==> src/rtl/data_mem_wdata_unit.sv <==
// Data-memory write-data source: operand / PC / PC-history / flag mux plus a 2-beat
// interrupt context-save sequencer. Optional even parity output under DMEM_WDATA_PARITY_EN.

module data_mem_wdata_hist_stage #(
    parameter int DW = 8
) (
    input  logic          i_clk,
    input  logic          i_rst,
    input  logic          i_en,
    input  logic [DW-1:0] i_d,
    output logic [DW-1:0] o_q
);
    logic [DW-1:0] r_q;

    always_ff @(posedge i_clk) begin
        if (i_rst)      r_q <= '0;
        else if (i_en)  r_q <= i_d;
    end

    assign o_q = r_q;
endmodule

module data_mem_wdata_unit #(
    parameter int DW         = 8,
    parameter int HIST_DEPTH = 2,
    parameter int HIW        = 1,
    parameter int CCR_W      = 4
) (
    input  logic             i_clk,
    input  logic             i_rst,
    input  logic [1:0]       i_sel,
    input  logic [HIW-1:0]   i_hist_idx,
    input  logic [DW-1:0]    i_rb,
    input  logic [DW-1:0]    i_next_pc,
    input  logic             i_pc_hold,
    input  logic [CCR_W-1:0] i_ccr,
    input  logic             i_save_req,
    output logic [DW-1:0]    o_data_in,
    output logic             o_save_we,
    output logic             o_save_busy,
    output logic             o_save_done
`ifdef DMEM_WDATA_PARITY_EN
    ,
    output logic             o_data_par
`endif
);
    typedef enum logic [1:0] {
        S_IDLE     = 2'd0,
        S_SAVE_PC  = 2'd1,
        S_SAVE_CCR = 2'd2
    } state_t;

    typedef struct packed {
        logic [DW-1:0]    ret_pc;
        logic [CCR_W-1:0] ccr_snap;
    } save_ctx_t;

    logic [HIST_DEPTH-1:0][DW-1:0] w_hist;
    logic [DW-1:0]                 w_hist_sel;
    logic [DW-1:0]                 w_mux;
    state_t                        r_state;
    state_t                        w_state_nxt;
    save_ctx_t                     r_ctx;

    // History pipeline: one register per stage, all sharing the stall enable.
    for (genvar g = 0; g < HIST_DEPTH; g++) begin : g_hist
        logic [DW-1:0] w_d;
        if (g == 0) begin : g_head
            assign w_d = i_next_pc;
        end else begin : g_tail
            assign w_d = w_hist[g-1];
        end
        data_mem_wdata_hist_stage #(.DW(DW)) u_stage (
            .i_clk (i_clk),
            .i_rst (i_rst),
            .i_en  (!i_pc_hold),
            .i_d   (w_d),
            .o_q   (w_hist[g])
        );
    end

    // Out-of-range indices clamp to the oldest stage.
    always_comb begin
        w_hist_sel = w_hist[HIST_DEPTH-1];
        for (int i = 0; i < HIST_DEPTH; i++) begin
            if (32'(i_hist_idx) == 32'(i)) w_hist_sel = w_hist[i];
        end
    end

    always_comb begin
        w_mux = i_rb;
        case (i_sel)
            2'b00:   w_mux = i_rb;
            2'b01:   w_mux = i_next_pc;
            2'b10:   w_mux = w_hist_sel;
            default: w_mux = DW'(i_ccr);
        endcase
    end

    // Snapshot is taken only on the accepting cycle so later input changes cannot leak in.
    always_ff @(posedge i_clk) begin
        if (i_rst) begin
            r_state <= S_IDLE;
            r_ctx   <= '0;
        end else begin
            r_state <= w_state_nxt;
            if (r_state == S_IDLE && i_save_req) begin
                r_ctx.ret_pc   <= i_next_pc;
                r_ctx.ccr_snap <= i_ccr;
            end
        end
    end

    always_comb begin
        w_state_nxt = r_state;
        o_data_in   = w_mux;
        o_save_we   = 1'b0;
        o_save_busy = 1'b0;
        o_save_done = 1'b0;
        case (r_state)
            S_IDLE: begin
                if (i_save_req) w_state_nxt = S_SAVE_PC;
            end
            S_SAVE_PC: begin
                o_data_in   = r_ctx.ret_pc;
                o_save_we   = 1'b1;
                o_save_busy = 1'b1;
                w_state_nxt = S_SAVE_CCR;
            end
            S_SAVE_CCR: begin
                o_data_in   = DW'(r_ctx.ccr_snap);
                o_save_we   = 1'b1;
                o_save_busy = 1'b1;
                o_save_done = 1'b1;
                w_state_nxt = S_IDLE;
            end
            default: w_state_nxt = S_IDLE;
        endcase
    end

`ifdef DMEM_WDATA_PARITY_EN
    assign o_data_par = ^o_data_in;
`endif
endmodule

==> config.mk <==
export PLATFORM = sky130hd
export DESIGN_NAME = data_mem_wdata_unit
export DESIGN_NICKNAME = d
export VERILOG_FILES = /design/src/rtl/data_mem_wdata_unit.sv
export SDC_FILE = /design/constraint.sdc
export NUM_CORES = 1
export LEC_CHECK = 0
export ABC_AREA = 1
export BUFFER_PORTS_ARGS = -buffer_cell sky130_fd_sc_hd__buf_2
export CORE_UTILIZATION = 31
export CTS_BUF_LIST = sky130_fd_sc_hd__clkbuf_16
export CTS_CLUSTER_SIZE = 12
export DETAILED_ROUTE_END_ITERATION = 10
export MAX_ROUTING_LAYER = met4
export PLACE_DENSITY = 0.52
export SETUP_SLACK_MARGIN = 0.5
export SYNTH_ARGS = -nofsm -noshare
export SYNTH_HDL_FRONTEND = slang
export SYNTH_SLANG_ARGS = --single-unit
==> constraint.sdc <==
create_clock -name i_clk -period 1.3 [get_ports i_clk]
set_input_delay 0.195 -clock i_clk [delete_from_list [all_inputs] [get_ports i_clk]]
set_output_delay 0.195 -clock i_clk [all_outputs]
set_load 0.01 [all_outputs]
==> impl_metrics.csv, run 1 <==
group,metric,value,unit
critical_path,cp_common_cell,"inv_4",
grt,grt_util_all_layers,0.185,
grt,antenna_found_initial,0,
grt,grt_first_pass_wirelength,7.04,mm
critical_path,crit_type,"flop to primary output",
placed_design,placed_cells,343,
sta,slew_violations,0,
cells_and_area,regArea,606,µm²
cells_and_area,multiInputGateArea,1060,µm²
critical_path,cp.required,1.11,ns
sta,slew_headroom,0.768,
sta,clock-skew-final,0.00164,ns
die,fp.coreArea,4750,µm²
yosys,syn_nets,271,
cells_and_area,nFillCells,505,
cells_and_area,syn_to_final_growth,49.9,%
critical_path,cp.arrival,1.43,ns
run,max_cap_viol_count,0,
critical_path,cpLargestDelayFamily,"flip-flops",
pwr,powerDensity,1350,nW/µm²
yosys,synth_area,1540,µm²
clock_tree,clockRootBuffer,"clkbuf_16",
die,die-area,5250,µm²
grt,grt-ovfl-total,0,
cells_and_area,diodes,0,
yosys,syn_avg_cell_area,6.44,µm²
grt,grt_max_degree,31,
routing,ant_nets,0,
outcome,violations,"setup timing",
clock_tree,cts.reportedPaths.clkPinSlew,0.05,ns
clock_tree,cts.path.max_buffers,2,
sta,setup_viol,11,
die,num_rows,25,
placed_design,placed_area,1890,µm²
clock_tree,cts_made_buffers,5,
routing,drtIter0Drc,60,
critical_path,path_cells,"inv_4 -> ha_4 -> nand2_4 -> inv_4 -> a22oi_1 -> nand2_1 -> buf_2",
sta,fin_ws,-0.324,ns
clock_tree,cts_sinks,30,
outcome,outcome,"complete, but fails checks",
routing,firstDrtPassIters,4,
sta,grt_setup_unrepaired,"true",
routing,vias_per_cell,4.68,
critical_path,cpPeakStageDelay,0.36,ns
clock_tree,insertion_delay,0.27,ns
placed_design,routabilityCongestion,0.734,
yosys,synth-warning-count,0,
die,die_w,72.5,µm
yosys,ys_seq_elements,30,
sta,fmax,616,MHz
cells_and_area,design_area,2310,µm²
routing,route.detailed.drc,0,
critical_path,crit_buf_inv,3,
clock_tree,htree_levels,2,
yosys,yosysSeqAreaShare,0.390,
placed_design,pre_cts_slack,-0.0555,ns
grt,grt_pass1_vias,1512,
pwr,ir_drop,0.778,mV
cells_and_area,instances_no_fill,354,
routing,routed_wl,4.38,mm
die,io_pins,38,
cells_and_area,fin_nets,319,
min_path,worstHoldPathType,"input pin to flop",
critical_path,end_kind,"primary output",
critical_path,path_max_fanout,7,
sta,hold_viol,0,
routing,vias,1658,
yosys,synthCells,239,
cells_and_area,drive_gt1_frac,0.390,
sta,worstMarginPinSlew,0.347,ns
routing,wl_per_cell,12.4,µm
sta,final.min_clock_period,1.62,ns
critical_path,startpoint_type,"flop",
sta,min_period_over_period,1.25,
yosys,synth_cell_types,16,
placed_design,port_buffers,37,
pwr,p_leak,1.05,nW
clock_tree,cts_tree,"built",
critical_path,crit_path_top_delay_cell,"dfxtp_4",
placed_design,dp_hpwl,3.07,mm
die,start_util,0.324,
die,die-height,72.5,µm
[sequential cells by signal, indices dropped and copies added (netlist names)]
name / cells
g_hist.u_stage.o_q: 16
r_ctx: 12
r_state: 2
[worst paths after layout]
kind	slack, ns	endpoint	depth (start not counted)	startpoint
worst max register to register	0.19	r_ctx[10]	6	r_state[0]
worst min register to register	0.45	g_hist[1].u_stage.o_q[0]	2	g_hist[1].u_stage.o_q[0]
worst min-delay path	0.20	r_ctx[3]	3	i_ccr[3]
worst max-delay path	-0.32	o_data_in[1]	7	r_state[0]
[worst register-to-register path: stages (launching register included)]
cell and delay [ns]:
dfxtp_4 0.36, inv_4 0.04, ha_4 0.17, nand2_8 0.14, buf_12 0.17, nand2_2 0.06, a21oi_2 0.10
[Yosys cell counts, drive strengths merged]
master    n  area (µm²)
nand2   116         435
dfxtp    30         601
a21oi    26         130
nor2     15        66.3
inv      12        45.0
nand3    11        55.1
buf       8        47.5
ha        5        62.6
o21ai     5        25.0
a211oi    4        30.0
a22oi     4        30.0
clkbuf    3        11.3
[cell usage in the layout, fill, tap and decap left out]
cell and count:
nand2_1 94, buf_2 35, dfxtp_1 28, a21oi_1 15, nand3_1 11, nand2_2 11
a21oi_2 11, nor2_1 10, nand2_4 10, buf_4 9, inv_1 6, o21ai_0 5
clkbuf_16 5, buf_6 5, inv_2 3, nor2_4 3, inv_4 3, a22oi_2 3
a211oi_1 3, nor2_2 2, clkinv_8 2, ha_4 2, ha_1 2, buf_12 2
inv_6 1, a22oi_1 1, nand2_8 1, a211oi_2 1, ha_2 1, dfxtp_4 1
dfxtp_2 1
[metrics by stage]
| step | util | hold slack [ns] | total power [mW] | setup TNS (ns) |
|---|---|---|---|---|
| global placement | 0.397 | 0.444 | 1.80 | -0.124 |
| floorplan | - | 0.338 | 1.53 | 0 |
| global route | 0.485 | 0.192 | 3.30 | -3.48 |
| CTS | 0.457 | 0.184 | 3.01 | -2.69 |
| detailed placement | 0.397 | 0.448 | 1.80 | -0.373 |
| finish | 0.485 | 0.195 | 3.12 | -2.69 |
[report_power, final]
group	total (mW)	internal, mW	switching [mW]	leakage, nW
clock	1.05	0.680	0.366	0.0723
combinational	1.02	0.457	0.559	0.735
sequential	1.06	0.997	0.0592	0.247
total	3.12	2.13	0.983	1.05
[kinds of logic (layout without fill, tap and decap cells)]
kind of cell / count (synthesis) / after routing / share of synthesized area
flip-flops: 30 / 30 / 0.390
buffers and inverters: 23 / 71 / 0.0675
adder cells (fa/ha/maj): 5 / 5 / 0.0407
AO/OA/AOI/OAI: 39 / 39 / 0.140
AND/OR/NAND/NOR: 142 / 142 / 0.362
[final cells by class]
cell class	count	share of cell area
Timing Repair Buffer	51	0.147
Clock inverter	2	0.00325
Inverter	12	0.0304
Timing Repair inverter	1	0.00705
Multi-Input combinational cell	186	0.459
Clock buffer	5	0.0542
Sequential cell	30	0.262
Tap cell	67	0.0363
[metal layers]
| layer | wire [µm] | vias to the layer above | global-route usage |
|---|---|---|---|
| met3 | 185 | 7 | 0.0611 |
| met2 | 2070 | 32 | 0.278 |
| met1 | 2050 | 763 | 0.230 |
| met4 | 76 | 0 | 0.0675 |
| li1 | - | 856 | - |
| met5 | 0 | - | - |
[repair_timing]
item / 4_1_cts / 5_1_grt
gates cloned: 1 / 0
setup buffers: 3 / 0
endpoints found under the setup margin: 25 / 25
pin swaps: 4 / 11
gates resized for setup: 35 / 34
hold buffers: 0 / 0
Note: power is estimated with default switching activity, not from simulation.
==> run 2: changes to the inputs <==
--- a/config.mk
+++ b/config.mk
@@ -7,13 +7,14 @@
 export LEC_CHECK = 0
 export ABC_AREA = 1
 export BUFFER_PORTS_ARGS = -buffer_cell sky130_fd_sc_hd__buf_2
+export CORE_MARGIN = 3
 export CORE_UTILIZATION = 31
 export CTS_BUF_LIST = sky130_fd_sc_hd__clkbuf_16
 export CTS_CLUSTER_SIZE = 12
 export DETAILED_ROUTE_END_ITERATION = 10
 export MAX_ROUTING_LAYER = met4
-export PLACE_DENSITY = 0.52
 export SETUP_SLACK_MARGIN = 0.5
 export SYNTH_ARGS = -nofsm -noshare
 export SYNTH_HDL_FRONTEND = slang
+export SYNTH_HIERARCHICAL = 1
 export SYNTH_SLANG_ARGS = --single-unit
==> run 2 against run 1 <==
  * The flow still finishes with violations (setup timing)
  * Die area up 20%
  * Critical path depth unchanged
  * Routed wire length up 6.9%
  * Combinational power up 15%
  * Critical path type unchanged
  * Largest power group is now combinational logic
==> impl_metrics.csv, run 2 <==
group,metric,value,unit
outcome,outcome,"complete, but fails checks",
outcome,violations,"setup timing",
critical_path,crit_type,"flop to primary output",
sta,slew_headroom,0.780,
cells_and_area,design_area,2460,µm²
sta,clock-skew-final,0.00565,ns
grt,grt_first_pass_wirelength,7.47,mm
cells_and_area,final_common_cell,"nand2_1",
run,max_cap_viol_count,0,
sta,grt_setup_unrepaired,"true",
die,num_rows,26,
critical_path,r2r_slack,0.20,ns
critical_path,end_kind,"primary output",
placed_design,dp_hpwl,3.21,mm
sta,worstMarginPinSlew,0.329,ns
cells_and_area,instances_no_fill,393,
routing,wl_met2,2.16,mm
sta,fmax,624,MHz
clock_tree,cts.reportedPaths.clkPinSlew,0.05,ns
placed_design,routabilityCongestion,0.768,
sta,hold_viol,0,
yosys,yosysMostFrequentCell,"nand2_1",
yosys,syn_avg_cell_area,6.16,µm²
placed_design,port_buffers,37,
critical_path,ff2ff_path_depth,6,
pwr,ir_drop,0.683,mV
yosys,async_flop_share,0,
routing,wl_met1,2.15,mm
critical_path,critical_path.startpoint,"r_state[0]",
routing,drtIter0Drc,73,
placed_design,placed_area,1980,µm²
yosys,ys_top_cells_by_count,"nand2_1, nor2_1, dfxtp_1",
pwr,finalPower,3.30,mW
grt,grt_util_all_layers,0.157,
clock_tree,htree_levels,2,
placed_design,pre_cts_slack,-0.0342,ns
sta,setup-tns-final,-2.72,ns
min_path,worstHoldPathType,"input pin to flop",
die,die_w,79.5,µm
yosys,yosys.area.top_type_share,0.358,
pwr,p_leak,1.22,nW
die,fp.coreArea,5170,µm²
routing,route.detailed.drc,0,
cells_and_area,largest_reg_flops,16,
die,die-area,6320,µm²
sta,fin_ws,-0.303,ns
critical_path,worstReg2RegStart,"r_state[0]",
yosys,synthCells,272,
routing,firstDrtPassIters,4,
cells_and_area,final_cell_mix,"nand2_1, nor2_1, buf_2, dfxtp_1, inv_1",
sta,fin_hold_ws,0.189,ns
grt,grt-ovfl-total,0,
yosys,synth_area,1680,µm²
min_path,holdCritStartpoint,"i_next_pc[1]",
routing,wl_per_cell,11.9,µm
critical_path,path_max_fanout,6,
sta,slew_violations,0,
die,io_pins,38,
routing,ant_nets,0,
routing,routed.top_layer,"met4",
yosys,ys_seq_elements,30,
routing,wl_met3,303,µm
cells_and_area,syn_to_final_growth,47.0,%
sta,final.min_clock_period,1.60,ns
yosys,synthFlopType,"dfxtp_1",
min_path,hold_depth,3,
clock_tree,cts_tree,"built",
cells_and_area,fin_nets,355,
clock_tree,clockRootBuffer,"clkbuf_16",
routing,routed_wl,4.68,mm
die,die-height,79.5,µm
yosys,synth_cell_types,18,
clock_tree,cts_made_buffers,5,
critical_path,cp.arrival,1.41,ns
yosys,synth_edf_count,0,
yosys,synthTopCellsByArea,"dfxtp_1, nand2_1, nor2_1",
pwr,powerDensity,1340,nW/µm²
yosys,synth-warning-count,6,
cells_and_area,drive_gt1_frac,0.381,
sta,min_period_over_period,1.23,
routing,vias,1772,
yosys,yosysTopAreaCell,"dfxtp_1",
clock_tree,cts.path.max_buffers,2,
routing,vias_per_cell,4.51,
cells_and_area,diodes,0,
sta,setup_viol,10,
placed_design,placed_cells,377,
yosys,yosysSeqAreaShare,0.358,
clock_tree,cts_sinks,30,
grt,grt_pass1_vias,1669,
yosys,syn_nets,304,
critical_path,startpoint_type,"flop",
die,start_util,0.324,
clock_tree,insertion_delay,0.28,ns
grt,antenna_found_initial,0,
grt,grt_max_degree,33,
critical_path,cp.required,1.11,ns
cells_and_area,post-route-util,0.476,
run 2: cell type report:
class,count,area [µm²]
fill,533,2710
multi-input combinational,204,1110
sequential,30,603
timing repair buffer,53,378
inverter,28,133
clock buffer,5,125
tap,70,87.6
timing repair inverter,1,16.3
clock inverter,2,7.51
run 2: worst max-delay path: stages (launching register included):
cell	delay, ns
dfxtp_2	0.34
inv_2	0.06
ha_4	0.32
buf_6	0.13
nor2_1	0.04
nand2_1	0.06
nand2_1	0.04
buf_2	0.13
run 2: kinds of logic (layout without fill, tap and decap cells):
family	Yosys count	in the layout	synth area share
AO/OA/AOI/OAI	22	22	0.0747
adder cells (fa/ha/maj)	5	5	0.0373
AND/OR/NAND/NOR	177	177	0.417
buffers and inverters	38	89	0.112
flip-flops	30	30	0.358
run 2: repair_timing:
item | in CTS | in global routing
pin swaps | 16 | 9
resized for setup | 51 | 24
hold buffers | 0 | 0
endpoints found under the setup margin | 25 | 25
cloned | 1 | 0
buffers inserted | 6 | 2
run 2: metal layers:
layer | GRT usage | vias up
met4 | 0.0704 | 0
li1 | - | 930
met1 | 0.190 | 799
met3 | 0.0418 | 6
met2 | 0.246 | 37
met5 | - | -
run 2: report_power, final:
part / switching [mW] / internal (mW)
Clock: 0.382 / 0.682
Combinational: 0.619 / 0.555
Sequential: 0.0598 / 1.01
run 2: path summary, 6_finish.rpt:
check,to
setup / recovery,o_data_in[2]
hold / removal,r_ctx[5]
setup reg to reg,r_ctx[9]
hold reg to reg,r_ctx[10]
==> run 3: changes to the inputs <==
==> constraint.sdc (replaced) <==
create_clock -name i_clk -period 1.6 [get_ports i_clk]
set_input_delay 0.24 -clock i_clk [delete_from_list [all_inputs] [get_ports i_clk]]
set_output_delay 0.24 -clock i_clk [all_outputs]
set_load 0.01 [all_outputs]
==> run 3 against run 2 <==
  * The run still ends with setup timing left
  * Routed wire length shrank 2.3%
  * Clock skew down 0.0030 ns
  * Worst hold slack gained 0.039 ns
  * Cell count shrank 1.3%
  * Register-to-register slack better by 0.19 ns
  * Utilization is 3.0 points lower
  * Global-route usage up 0.078 points
  * Via count up 0.79%
  * Die area is the same
  * Total power down 22%
  * Clock power fell by 18%
  * Critical endpoint is now o_data_in[7]
  * Highest routed layer unchanged
==> impl_metrics.csv, run 3 (same netlist as run 2, synthesis figures left out) <==
group,metric,value,unit
sta,setup_viol,8,
sta,grt_setup_unrepaired,"true",
run,max_cap_viol_count,0,
cells_and_area,final_cell_mix,"nand2_1, nor2_1, buf_2, dfxtp_1, inv_1",
die,start_util,0.324,
die,die-area,6320,µm²
clock_tree,cts_hold_buf,0,
clock_tree,clockRootBuffer,"clkbuf_16",
sta,setup-tns-final,-0.374,ns
clock_tree,cts.path.max_buffers,2,
cells_and_area,fin_nets,349,
routing,firstDrtPassIters,4,
routing,drtIter0Drc,86,
critical_path,cp.required,1.36,ns
placed_design,dp_hpwl,3.22,mm
outcome,violations,"setup timing",
placed_design,pre_cts_slack,0.169,ns
clock_tree,insertion_delay,0.27,ns
sta,min_period_over_period,1.04,
critical_path,path_max_fanout,7,
sta,final.min_clock_period,1.67,ns
clock_tree,cts_sinks,30,
placed_design,port_buffers,37,
cells_and_area,drive_gt1_frac,0.333,
die,num_rows,26,
pwr,powerDensity,1120,nW/µm²
outcome,outcome,"complete, but fails checks",
grt,grt_pass1_vias,1663,
grt,grt_util_all_layers,0.158,
die,io_pins,38,
pwr,comb_power_share,0.325,
routing,ant_nets,0,
pwr,finalPower,2.57,mW
sta,fmax,599,MHz
min_path,worstHoldPathType,"input pin to flop",
sta,worstMarginPinSlew,0.449,ns
grt,grt_max_degree,33,
pwr,p_leak,1.14,nW
cells_and_area,largest_reg_flops,16,
critical_path,end_kind,"primary output",
pwr,power.internal,1.75,mW
routing,route.detailed.drc,0,
die,die_w,79.5,µm
pwr,switching_share,0.318,
pwr,clkPwrFrac,0.338,
sta,fin_hold_ws,0.228,ns
sta,fin_ws,-0.0692,ns
cells_and_area,final_common_cell,"nand2_1",
critical_path,cp.arrival,1.43,ns
grt,antenna_found_initial,0,
routing,routed_wl,4.57,mm
cells_and_area,diodes,0,
clock_tree,cts_tree,"built",
sta,slew_violations,0,
routing,wl_per_cell,11.8,µm
die,die-height,79.5,µm
grt,grt-ovfl-total,0,
clock_tree,cts.reportedPaths.clkPinSlew,0.05,ns
cells_and_area,syn_to_final_growth,37.6,%
die,fp.coreArea,5170,µm²
routing,vias_per_cell,4.60,
sta,hold_viol,0,
critical_path,startpoint_type,"flop",
clock_tree,cts_made_buffers,5,
cells_and_area,post-route-util,0.446,
critical_path,crit_type,"flop to primary output",
cells_and_area,nFillCells,552,
routing,vias,1786,
pwr,seqPwrFrac,0.336,
pwr,ir_drop,0.440,mV
sta,slew_headroom,0.701,
sta,clock-skew-final,0.00262,ns
clock_tree,htree_levels,2,
grt,grt_first_pass_wirelength,7.67,mm
pwr,p_switching,0.818,mW
placed_design,routabilityCongestion,0.776,
[run 3: changes by cell type in the layout (fill, tap and decap cells not counted), sizes merged]
cell and change:
inv -1, buf -6, clkinvlp +2
[run 3: stage by stage]
step,std cells,area (µm²)
after floorplan,272,1710
after global placement,372,1920
after detailed placement,372,1920
after CTS,387,2190
after global routing,388,2310
final,388,2310
[run 3: cell type report]
type                            count  area (µm²)  share of cell area
Multi-Input combinational cell    204        1030               0.449
Sequential cell                    30         603               0.262
Timing Repair Buffer               47         309               0.134
Inverter                           28         126              0.0548
Clock buffer                        5         125              0.0543
Tap cell                           70        87.6              0.0380
Clock inverter                      3        12.5             0.00543
Timing Repair inverter              1        7.51             0.00326
[run 3: layer usage]
| layer | wire length (µm) | global-route usage | share of wire |
|---|---|---|---|
| met5 | 0 | - | 0 |
| met4 | 103 | 0.0550 | 0.023 |
| met3 | 299 | 0.0451 | 0.065 |
| met2 | 1960 | 0.233 | 0.43 |
| met1 | 2210 | 0.207 | 0.48 |
[run 3: critical path, cell delays in order, from the launching register on]
cell	delay, ns
dfxtp_2	0.36
inv_4	0.06
ha_4	0.33
inv_1	0.11
nand2_1	0.11
nand2_2	0.07
buf_6	0.12
[run 3: final timing paths]
check,startpoint,endpoint,cells after the start,slack (ns)
max reg2reg,r_state[0],r_ctx[3],6,0.39
max,r_state[0],o_data_in[7],6,-0.07
min,i_ccr[0],r_ctx[0],3,0.23
min reg2reg,g_hist[1].u_stage/o_q[2],g_hist[1].u_stage/o_q[2],2,0.47
[run 3: power groups by stage]
| stage | clock [mW] | combinational, mW | sequential (mW) |
|---|---|---|---|
| 6_report | 0.870 | 0.837 | 0.866 |
| 4_1_cts | 0.890 | 0.743 | 0.862 |
| 2_1_floorplan | 0 | 0.419 | 0.863 |
| 3_5_place_dp | 0 | 0.582 | 0.874 |
| 5_1_grt | 0.936 | 0.916 | 0.872 |
| 3_3_place_gp | 0 | 0.576 | 0.872 |
[run 3: timing repair]
item / in CTS / in global routing
resized for setup: 21 / 31
setup endpoints to repair: 25 / 25
setup buffers: 6 / 1
cloned: 1 / 0
pin swaps: 8 / 13
